File: config.mk
export PLATFORM = sky130hd
export DESIGN_NAME = npc_predictor_flat
export DESIGN_NICKNAME = d
export VERILOG_FILES = /design/src/rtl/npc_predictor_if.sv /design/src/rtl/npc_predictor.sv /design/src/flat_wrapper.sv
export SDC_FILE = /design/constraint.sdc
export NUM_CORES = 2
export LEC_CHECK = 0
export CAP_MARGIN = 20
export CORE_UTILIZATION = 61
export CTS_CLUSTER_DIAMETER = 60
export DETAILED_ROUTE_END_ITERATION = 8
export PLACE_DENSITY = 0.82
export REMOVE_ABC_BUFFERS = 1
export SETUP_SLACK_MARGIN = 0.5
export SYNTH_ARGS = -nofsm -noshare
export SYNTH_HDL_FRONTEND = slang
export SYNTH_SLANG_ARGS = --single-unit
File: constraint.sdc
create_clock -name clk -period 45.1 [get_ports clk]
set_clock_uncertainty 0.15 [all_clocks]
set_input_delay 6.765 -clock clk [delete_from_list [all_inputs] [get_ports clk]]
set_output_delay 6.765 -clock clk [all_outputs]
set_load 0.02 [all_outputs]
File: src/rtl/npc_predictor_if.sv
`default_nettype none
// ============================================================================
// Module      : npc_predictor_if
// Description : Fetch / EX-resolution / trap bundle between the pipeline and
//               the next-PC predictor.
// Revision    : 1.0 - initial release
// ============================================================================
interface npc_predictor_if;
  logic [31:0] pc_cur;
  logic [31:0] next_pc;
  logic        pred_taken;
  logic [31:0] pred_target;

  logic        ex_valid;
  logic        ex_is_branch;
  logic        ex_taken;
  logic [31:0] ex_pc;
  logic [31:0] ex_target;
  logic [31:0] ex_pred_target;
  logic        ex_pred_taken;

  logic        trap_req;
  logic [31:0] trap_vec;
  logic        mret;
  logic [31:0] mepc;

  logic        flush;
  logic [31:0] br_cnt;
  logic [31:0] mis_cnt;

  // Predictor side
  modport slave (
    input  pc_cur, ex_valid, ex_is_branch, ex_taken, ex_pc, ex_target,
           ex_pred_target, ex_pred_taken, trap_req, trap_vec, mret, mepc,
    output next_pc, pred_taken, pred_target, flush, br_cnt, mis_cnt
  );

  // Pipeline side
  modport master (
    output pc_cur, ex_valid, ex_is_branch, ex_taken, ex_pc, ex_target,
           ex_pred_target, ex_pred_taken, trap_req, trap_vec, mret, mepc,
    input  next_pc, pred_taken, pred_target, flush, br_cnt, mis_cnt
  );
endinterface
`default_nettype wire

File: src/rtl/npc_predictor.sv
`default_nettype none
// ============================================================================
// Module      : npc_predictor
// Description : Direct-mapped BTB with 2-bit counters, next-PC selection with
//               trap/mret/mispredict redirect, and branch perf counters.
// Revision    : 1.0 - initial release
// ============================================================================
module npc_predictor #(
  parameter int ENTRIES = 16
) (
  input  wire              clk,
  input  wire              rst,
  npc_predictor_if.slave   bus
);

  localparam int IDX_W = $clog2(ENTRIES);
  localparam int TAG_W = 30 - IDX_W;
  localparam logic [1:0] c_ctr_init  = 2'b01;
  localparam logic [1:0] c_ctr_alloc = 2'b10;

  logic [ENTRIES-1:0] r_valid;
  logic [TAG_W-1:0]   r_tag    [ENTRIES];
  logic [31:0]        r_target [ENTRIES];
  logic [1:0]         r_ctr    [ENTRIES];
  logic [31:0]        r_br_cnt;
  logic [31:0]        r_mis_cnt;

  logic [IDX_W-1:0]   w_idx;
  logic [TAG_W-1:0]   w_tag;
  logic               w_hit;
  logic               w_pred_taken;
  logic [31:0]        w_pred_target;
  logic [31:0]        w_seq_pc;

  logic [IDX_W-1:0]   w_upd_idx;
  logic [TAG_W-1:0]   w_upd_tag;
  logic               w_upd;
  logic               w_upd_hit;
  logic               w_mispredict;
  logic [31:0]        w_next_pc;

  // Fetch-side lookup reads the registered table, so a same-index update
  // only becomes visible on the following cycle.
  assign w_idx         = bus.pc_cur[IDX_W+1:2];
  assign w_tag         = bus.pc_cur[31:IDX_W+2];
  assign w_hit         = r_valid[w_idx] && (r_tag[w_idx] == w_tag);
  assign w_pred_taken  = w_hit && r_ctr[w_idx][1];
  assign w_seq_pc      = bus.pc_cur + 32'd4;
  assign w_pred_target = w_pred_taken ? r_target[w_idx] : w_seq_pc;

  assign w_upd_idx = bus.ex_pc[IDX_W+1:2];
  assign w_upd_tag = bus.ex_pc[31:IDX_W+2];
  assign w_upd     = bus.ex_valid && bus.ex_is_branch;
  assign w_upd_hit = r_valid[w_upd_idx] && (r_tag[w_upd_idx] == w_upd_tag);

  assign w_mispredict = w_upd &&
                        ((bus.ex_taken != bus.ex_pred_taken) ||
                         (bus.ex_taken && (bus.ex_target != bus.ex_pred_target)));

  always_comb begin
    w_next_pc = w_pred_target;
    if (bus.trap_req) begin
      w_next_pc = bus.trap_vec;
    end else if (bus.mret) begin
      w_next_pc = bus.mepc;
    end else if (w_mispredict) begin
      w_next_pc = bus.ex_taken ? bus.ex_target : (bus.ex_pc + 32'd4);
    end
  end

  assign bus.next_pc     = w_next_pc;
  assign bus.pred_taken  = w_pred_taken;
  assign bus.pred_target = w_pred_target;
  assign bus.flush       = bus.trap_req || bus.mret || w_mispredict;
  assign bus.br_cnt      = r_br_cnt;
  assign bus.mis_cnt     = r_mis_cnt;

  // Training proceeds even while a trap or mret redirects fetch.
  always_ff @(posedge clk or posedge rst) begin
    if (rst) begin
      r_valid <= '0;
      for (int i = 0; i < ENTRIES; i++) begin
        r_tag[i]    <= '0;
        r_target[i] <= '0;
        r_ctr[i]    <= c_ctr_init;
      end
    end else if (w_upd) begin
      if (w_upd_hit) begin
        if (bus.ex_taken) begin
          if (r_ctr[w_upd_idx] != 2'b11) begin
            r_ctr[w_upd_idx] <= r_ctr[w_upd_idx] + 2'b01;
          end
          r_target[w_upd_idx] <= bus.ex_target;
        end else if (r_ctr[w_upd_idx] != 2'b00) begin
          r_ctr[w_upd_idx] <= r_ctr[w_upd_idx] - 2'b01;
        end
      end else if (bus.ex_taken) begin
        r_valid[w_upd_idx]  <= 1'b1;
        r_tag[w_upd_idx]    <= w_upd_tag;
        r_target[w_upd_idx] <= bus.ex_target;
        r_ctr[w_upd_idx]    <= c_ctr_alloc;
      end
    end
  end

  always_ff @(posedge clk or posedge rst) begin
    if (rst) begin
      r_br_cnt  <= '0;
      r_mis_cnt <= '0;
    end else begin
      if (w_upd) begin
        r_br_cnt <= r_br_cnt + 32'd1;
      end
      if (w_mispredict) begin
        r_mis_cnt <= r_mis_cnt + 32'd1;
      end
    end
  end

endmodule
`default_nettype wire
File: src/flat_wrapper.sv
// flat-port wrapper written by rule: the top's interface ports become plain ports
module npc_predictor_flat 
#(
  parameter int ENTRIES = 16
)
  (clk, rst, bus_pc_cur, bus_ex_valid, bus_ex_is_branch, bus_ex_taken, bus_ex_pc, bus_ex_target, bus_ex_pred_target, bus_ex_pred_taken, bus_trap_req, bus_trap_vec, bus_mret, bus_mepc, bus_next_pc, bus_pred_taken, bus_pred_target, bus_flush, bus_br_cnt, bus_mis_cnt);
  npc_predictor_if bus_i ();
  input  wire clk;
  input  wire rst;
  input wire logic [$bits(bus_i.pc_cur)-1:0] bus_pc_cur;
  input wire logic [$bits(bus_i.ex_valid)-1:0] bus_ex_valid;
  input wire logic [$bits(bus_i.ex_is_branch)-1:0] bus_ex_is_branch;
  input wire logic [$bits(bus_i.ex_taken)-1:0] bus_ex_taken;
  input wire logic [$bits(bus_i.ex_pc)-1:0] bus_ex_pc;
  input wire logic [$bits(bus_i.ex_target)-1:0] bus_ex_target;
  input wire logic [$bits(bus_i.ex_pred_target)-1:0] bus_ex_pred_target;
  input wire logic [$bits(bus_i.ex_pred_taken)-1:0] bus_ex_pred_taken;
  input wire logic [$bits(bus_i.trap_req)-1:0] bus_trap_req;
  input wire logic [$bits(bus_i.trap_vec)-1:0] bus_trap_vec;
  input wire logic [$bits(bus_i.mret)-1:0] bus_mret;
  input wire logic [$bits(bus_i.mepc)-1:0] bus_mepc;
  output wire logic [$bits(bus_i.next_pc)-1:0] bus_next_pc;
  output wire logic [$bits(bus_i.pred_taken)-1:0] bus_pred_taken;
  output wire logic [$bits(bus_i.pred_target)-1:0] bus_pred_target;
  output wire logic [$bits(bus_i.flush)-1:0] bus_flush;
  output wire logic [$bits(bus_i.br_cnt)-1:0] bus_br_cnt;
  output wire logic [$bits(bus_i.mis_cnt)-1:0] bus_mis_cnt;
  assign bus_i.pc_cur = bus_pc_cur;
  assign bus_i.ex_valid = bus_ex_valid;
  assign bus_i.ex_is_branch = bus_ex_is_branch;
  assign bus_i.ex_taken = bus_ex_taken;
  assign bus_i.ex_pc = bus_ex_pc;
  assign bus_i.ex_target = bus_ex_target;
  assign bus_i.ex_pred_target = bus_ex_pred_target;
  assign bus_i.ex_pred_taken = bus_ex_pred_taken;
  assign bus_i.trap_req = bus_trap_req;
  assign bus_i.trap_vec = bus_trap_vec;
  assign bus_i.mret = bus_mret;
  assign bus_i.mepc = bus_mepc;
  assign bus_next_pc = bus_i.next_pc;
  assign bus_pred_taken = bus_i.pred_taken;
  assign bus_pred_target = bus_i.pred_target;
  assign bus_flush = bus_i.flush;
  assign bus_br_cnt = bus_i.br_cnt;
  assign bus_mis_cnt = bus_i.mis_cnt;
  npc_predictor #(.ENTRIES(ENTRIES)) u_core (.clk(clk), .rst(rst), .bus(bus_i));
endmodule
**Word-level counts from Yosys, hierarchy flattened**

Index checks and enable logic that the tools add are counted.
W data, S select, Z words.

- Add/sub/neg operators: 6
- Multiply operators: 0
- Div/mod/pow operators: 0
- Magnitude comparators: 6
- Equality and inequality tests: 6
- Shift-type cells: 0
- Mux-type cells: 41
- Bitwise gates (word level): 7
- Reductions and logical operators: 17

Operators by type and width:

| operator | count |
|---|---|
| $bwmux W512 | 1 |
| $bwmux W416 | 1 |
| $mux W32 | 13 |
| $bmux W26 S4 | 2 |
| $mux W26 | 5 |
| $bmux W32 S4 | 1 |
| $demux W32 S4 | 1 |
| $demux W26 S4 | 1 |
| $add A32 B1 Y32 const B | 2 |
| $add A32 B3 Y32 const B | 2 |
| $bwmux W32 | 2 |
| $eq A26 B26 Y1 | 2 |
| $ne A32 B32 Y1 | 1 |
| $or A16 B16 Y16 | 2 |
| $and A16 B16 Y16 | 1 |
| $bmux W2 S4 | 2 |
| $not A16 Y16 | 1 |
| $ge A5 B5 Y1 const B | 2 |
| $lt A4 B5 Y1 const B | 2 |
| $mux W2 | 5 |
| $not A4 Y5 | 2 |
| $bmux W1 S4 | 2 |
| $demux W2 S4 | 1 |
| $logic_and A1 B1 Y1 | 8 |
| 15 further kinds | 21 |

- Register bits: 1,040
- Bits in latches: 0
- RAM bits: 0
- ROM bits: 0
- Output and inout port bits: 130
- Memories: 0

**Logic depth before layout (Yosys ltp)**

- Depth in word-level cells: 11
- Gate-level depth with buffers: 19

**Least setup slack after synthesis**

No wires, ideal clock.

- Path kind: input port to output port
- Start point: in bus_pc_cur[3]
- End point: out bus_next_pc[2]
- Data arrival time: 10.784 ns
- Required time: 38.185 ns
- Slack: 27.401 ns
- Stages on the path: 12
- Path buffers: 4
- Cell sequence: buf_2 buf_2 buf_1 mux4_2 mux4_2 xor2_1 nor4_1 nand3_2 nor3_4 buf_6 mux2i_1 a2bb2oi_1

- Longest elaborated chain between the ends: 11
- Elaborated cells on any way between the ends: 19
- Classes of those cells: eq/ne: 1; mux: 15; bitwise: 1; reduce/logical: 2

RTL lines:

| item | line | text |
|---|---|---|
| from (decl) | flat_wrapper.sv:10 | `input wire logic [$bits(bus_i.pc_cur)-1:0] bus_pc_cur;` |
| $not A4 Y5 (not written as such) | npc_predictor.sv:46, npc_predictor.sv:47 |  |
| $bmux W26 S4 | npc_predictor.sv:46 | `assign w_hit = r_valid[w_idx] && (r_tag[w_idx] == w_tag);` |
| $mux W26 (not written as such) (2 in a row) | npc_predictor.sv:46 |  |
| $eq A26 B26 Y1 | npc_predictor.sv:46 |  |
| $logic_and A1 B1 Y1 | npc_predictor.sv:46 |  |
| $logic_and A1 B1 Y1 * | npc_predictor.sv:47 | `assign w_pred_taken = w_hit && r_ctr[w_idx][1];` |
| named net bus_pred_taken | flat_wrapper.sv:23 | `output wire logic [$bits(bus_i.pred_taken)-1:0] bus_pred_taken;` |
| $mux W32 * | npc_predictor.sv:49 | `assign w_pred_target = w_pred_taken ? r_target[w_idx] : w_seq_pc;` |
| named net bus_pred_target[2] | flat_wrapper.sv:24 | `output wire logic [$bits(bus_i.pred_target)-1:0] bus_pred_target;` |
| $mux W32 * | npc_predictor.sv:66 | `end else if (w_mispredict) begin` |
| $mux W32 * | npc_predictor.sv:64 | `end else if (bus.mret) begin` |
| $mux W32 * | npc_predictor.sv:62 | `if (bus.trap_req) begin` |
| to (decl) | flat_wrapper.sv:22 | `output wire logic [$bits(bus_i.next_pc)-1:0] bus_next_pc;` |

The timed path passes the listed nets; every way through them passes the cells marked *. The select of a mux whose other input is x is not followed.

**Final worst setup path**

- Start point: in bus_pc_cur[2]
- End point: out bus_next_pc[4]

- Longest elaborated chain between the ends: 11
- Elaborated cells on any way between the ends: 20
- Classes of those cells: add/sub: 1; eq/ne: 1; mux: 15; bitwise: 1; reduce/logical: 2

RTL lines:

| item | line |
|---|---|
| $not A4 Y5 (not written as such) | npc_predictor.sv:46, npc_predictor.sv:47, npc_predictor.sv:49 |
| $bmux W26 S4 | npc_predictor.sv:46 |
| $mux W26 (not written as such) (2 in a row) | npc_predictor.sv:46 |
| $eq A26 B26 Y1 | npc_predictor.sv:46 |
| $logic_and A1 B1 Y1 | npc_predictor.sv:46 |
| $logic_and A1 B1 Y1 | npc_predictor.sv:47 |
| $mux W32 * | npc_predictor.sv:49 |
| $mux W32 * | npc_predictor.sv:66 |
| $mux W32 * | npc_predictor.sv:64 |
| $mux W32 * | npc_predictor.sv:62 |

Every way passes the cells marked *; elsewhere a longest branch is shown, timed or not. The select of a mux whose other input is x is not followed.

==> impl_metrics.yaml <==
logic_synthesis:
  async_flop_share_pct: 100
  ys_types: 88
  yosysMostFrequentCell: "dfrtp_1"
  yosysTopAreaCell: "dfrtp_1"
  synth_area_per_cell_um2: 13.9
  syn_area_um2: 56000
  synth_top_area_share_pct: 45.7
  synth_common_cells: "dfrtp_1, mux2_2, mux4_2"
  synth_seq_area_share_pct: 46.5
  ys_top_cells_by_area: "dfrtp_1, mux2_2, mux4_2"
  synth_ff_type: "dfrtp_1"
  syn_inst: 4028
  synth-seq-cells: 1040
  yosysWarnings: 0
  synth_edf_count: 0
worst_setup_path:
  worst_setup_path_end_kind: "output pin"
  rr_endpoint: "u_core.r_tag[203]"
  r2r_cells: 11
  crit_end: "bus_next_pc[4]"
  crit_type: "primary input to output pin"
  ff2ff_setup_slack_ns: 39.99
  crit_arrival_ns: 12.93
  startpoint: "bus_pc_cur[2]"
  start_kind: "primary input"
  required_ns: 38.19
  r2r-start: "u_core.r_tag[10]"
  worstPathMaxFanout: 71
floorplanning:
  ioPinCount: 330
  coreArea_um2: 90600
  die_w_um: 305
  die_height_um: 305
  num_rows: 110
  initial_utilization_pct: 61.9
  die_area_um2: 93100
flow_run:
  maxCapViolations: 0
clock_tree:
  clk_pin_slew_ns: 0.06
  numCtsBuffers: 113
  cts_resized: 0
  clock_latency_ns: 0.70
  clk_path_buf_depth: 3
  htree_levels: 3
  post-cts-setup-buffer-count: 0
  tritoncts: "done"
  root_buffer: "clkbuf_16"
  clock_sinks: 1040
  ctsHoldBuffers: 0
finish:
  nets: 4418
  area_growth_pct: 14.0
  finalInstanceArea_um2: 63900
  stdcell_count: 5490
  seqCellArea_um2: 26000
  fill_cells: 5926
  multi_input_area_um2: 28000
  layout-drive-gt1-share_pct: 38.8
sta:
  timing.hold.ws_ns: 0.328
  setup_viol: 0
  hold_violations: 0
  timing.final.ws_setup_ns: 25.26
  fmax_mhz: 50.4
  slew_headroom_pct: 19.1
  tightest_slew_ns: 1.20
  rsz0062_at_grt: "no"
  drv_slew: 0
  fin_crit_ns: 19.84
  period_share_pct: 44.0
  tns_ns: 0
route:
  via_count: 38400
  drc: 0
  drtPass1Iterations: 6
  routed_wl_um: 177000
  routed_via_density: 6.99
  wl_per_cell_um: 32.2
  ant_nets: 0
  drt_iter0_drc: 4591
grt:
  grt_max_degree: 129
  grt_pass1_vias: 39300
  overflow: 0
  grt_use_total_pct: 38.5
  grt_antenna_before_repair: 16
  grt_pass1_wl_um: 264000
power:
  vdd_ir_drop_max_mv: 0.0310
  p_leak_nw: 28.8
  p_per_area_nw_per_um2: 40.4
placed_design:
  dp_hpwl_um: 112000
  placed_cells: 5265
  dp_slack_ns: 25.33
  place_area_um2: 59800
  gp_congestion: 0.996
  port_buffers: 329
worst_hold_path:
  hold_class: "flip-flop to flip-flop"
  min-delay-start: "u_core.bus.mis_cnt[31]"
run_status:
  status: "completed"
routing by layer:
metal	share of wire (%)	wire, µm	up-vias	global-route usage, %
li1	-	-	15400	-
met4	4.9	8640	20	16.8
met1	38	67700	20100	51.8
met2	45	78600	2260	56.7
met5	0.078	138	-	0
met3	12	21500	542	13.4
cell families after synthesis:
kind of cell             share of synthesized area [%]
multiplexers                                      37.0
buffers and inverters                             3.68
XOR/XNOR                                          3.00
AO/OA/AOI/OAI                                     3.74
AND/OR/NAND/NOR                                   5.88
flip-flops                                        46.5
adder cells (fa/ha/maj)                          0.201
area by class of cell:
type / instances / share of cell area, %
clock inverters: 48 / 0.909
multi-input cells: 2557 / 43.9
inverters: 65 / 0.398
clock buffers: 164 / 5.22
well taps: 1176 / 2.30
repair buffers: 432 / 6.47
flip-flops and latches: 1040 / 40.8
diodes: 8 / 0.0313
cells in the final DEF, fill, tap and decap left out, drive strengths merged, types with 13 or more instances in the layout:
master         Yosys  layout
a211o             14      14
a21oi             31      31
a221o             14      14
a221oi            16      16
a22o              21      21
a22oi             31      31
a2bb2oi           25      25
and3              33      33
buf              134     113
clkbuf           232     165
clkdlybuf4s50      0     318
clkinv             2      30
dfrtp           1024    1024
dfstp             16      16
inv               63      68
mux2             973     973
mux2i            153     153
mux4             339     339
nand2            223     223
nand3             76      76
nand4             32      32
nor2              89      89
nor2b             19      19
nor3              50      50
nor4              26      26
o21ai             13      13
o22ai             17      17
or2               18      18
xnor2            103     103
xor2              89      89
state kept, by name (all words and copies together) (netlist names):
name and count:
u_core.r_ctr 32, u_core.r_valid 16, u_core.bus.br_cnt 32, u_core.r_tag 416, u_core.r_target 512, u_core.bus.mis_cnt 32
power by group:
part,switching [W],internal (W)
Combinational,0.000220,0.000250
Sequential,0.0000866,0.00105
Clock,0.000395,0.000571
worst max-delay path, stage by stage:
cell             delay, ns
buf_8                 0.58
buf_4                 0.68
mux4_2                0.59
mux4_2                0.53
xor2_1                0.17
nor4_1                0.81
nand3_2               0.56
nor3_4                0.28
buf_4                 0.51
mux2_2                0.41
a221o_1               0.29
clkdlybuf4s50_1       0.54
per-stage QoR:
step	total power, W	util (%)
final	0.00258	70.5
after global routing	0.00266	70.5
after CTS	0.00257	70.4
after detailed placement	0.00161	66.0
after global placement	0.00159	66.0
after floorplan	0.00142	-
worst min path at each step:
stage	end	cells past startpoint
after CTS	u_core.r_target[22]	2
after global placement	u_core.r_target[12]	2
final	u_core.bus.mis_cnt[31]	1
after global routing	u_core.r_target[299]	1
after floorplan	u_core.r_target[0]	2
after detailed placement	u_core.r_target[24]	2
No activity file was read; power rests on OpenSTA's default activity.
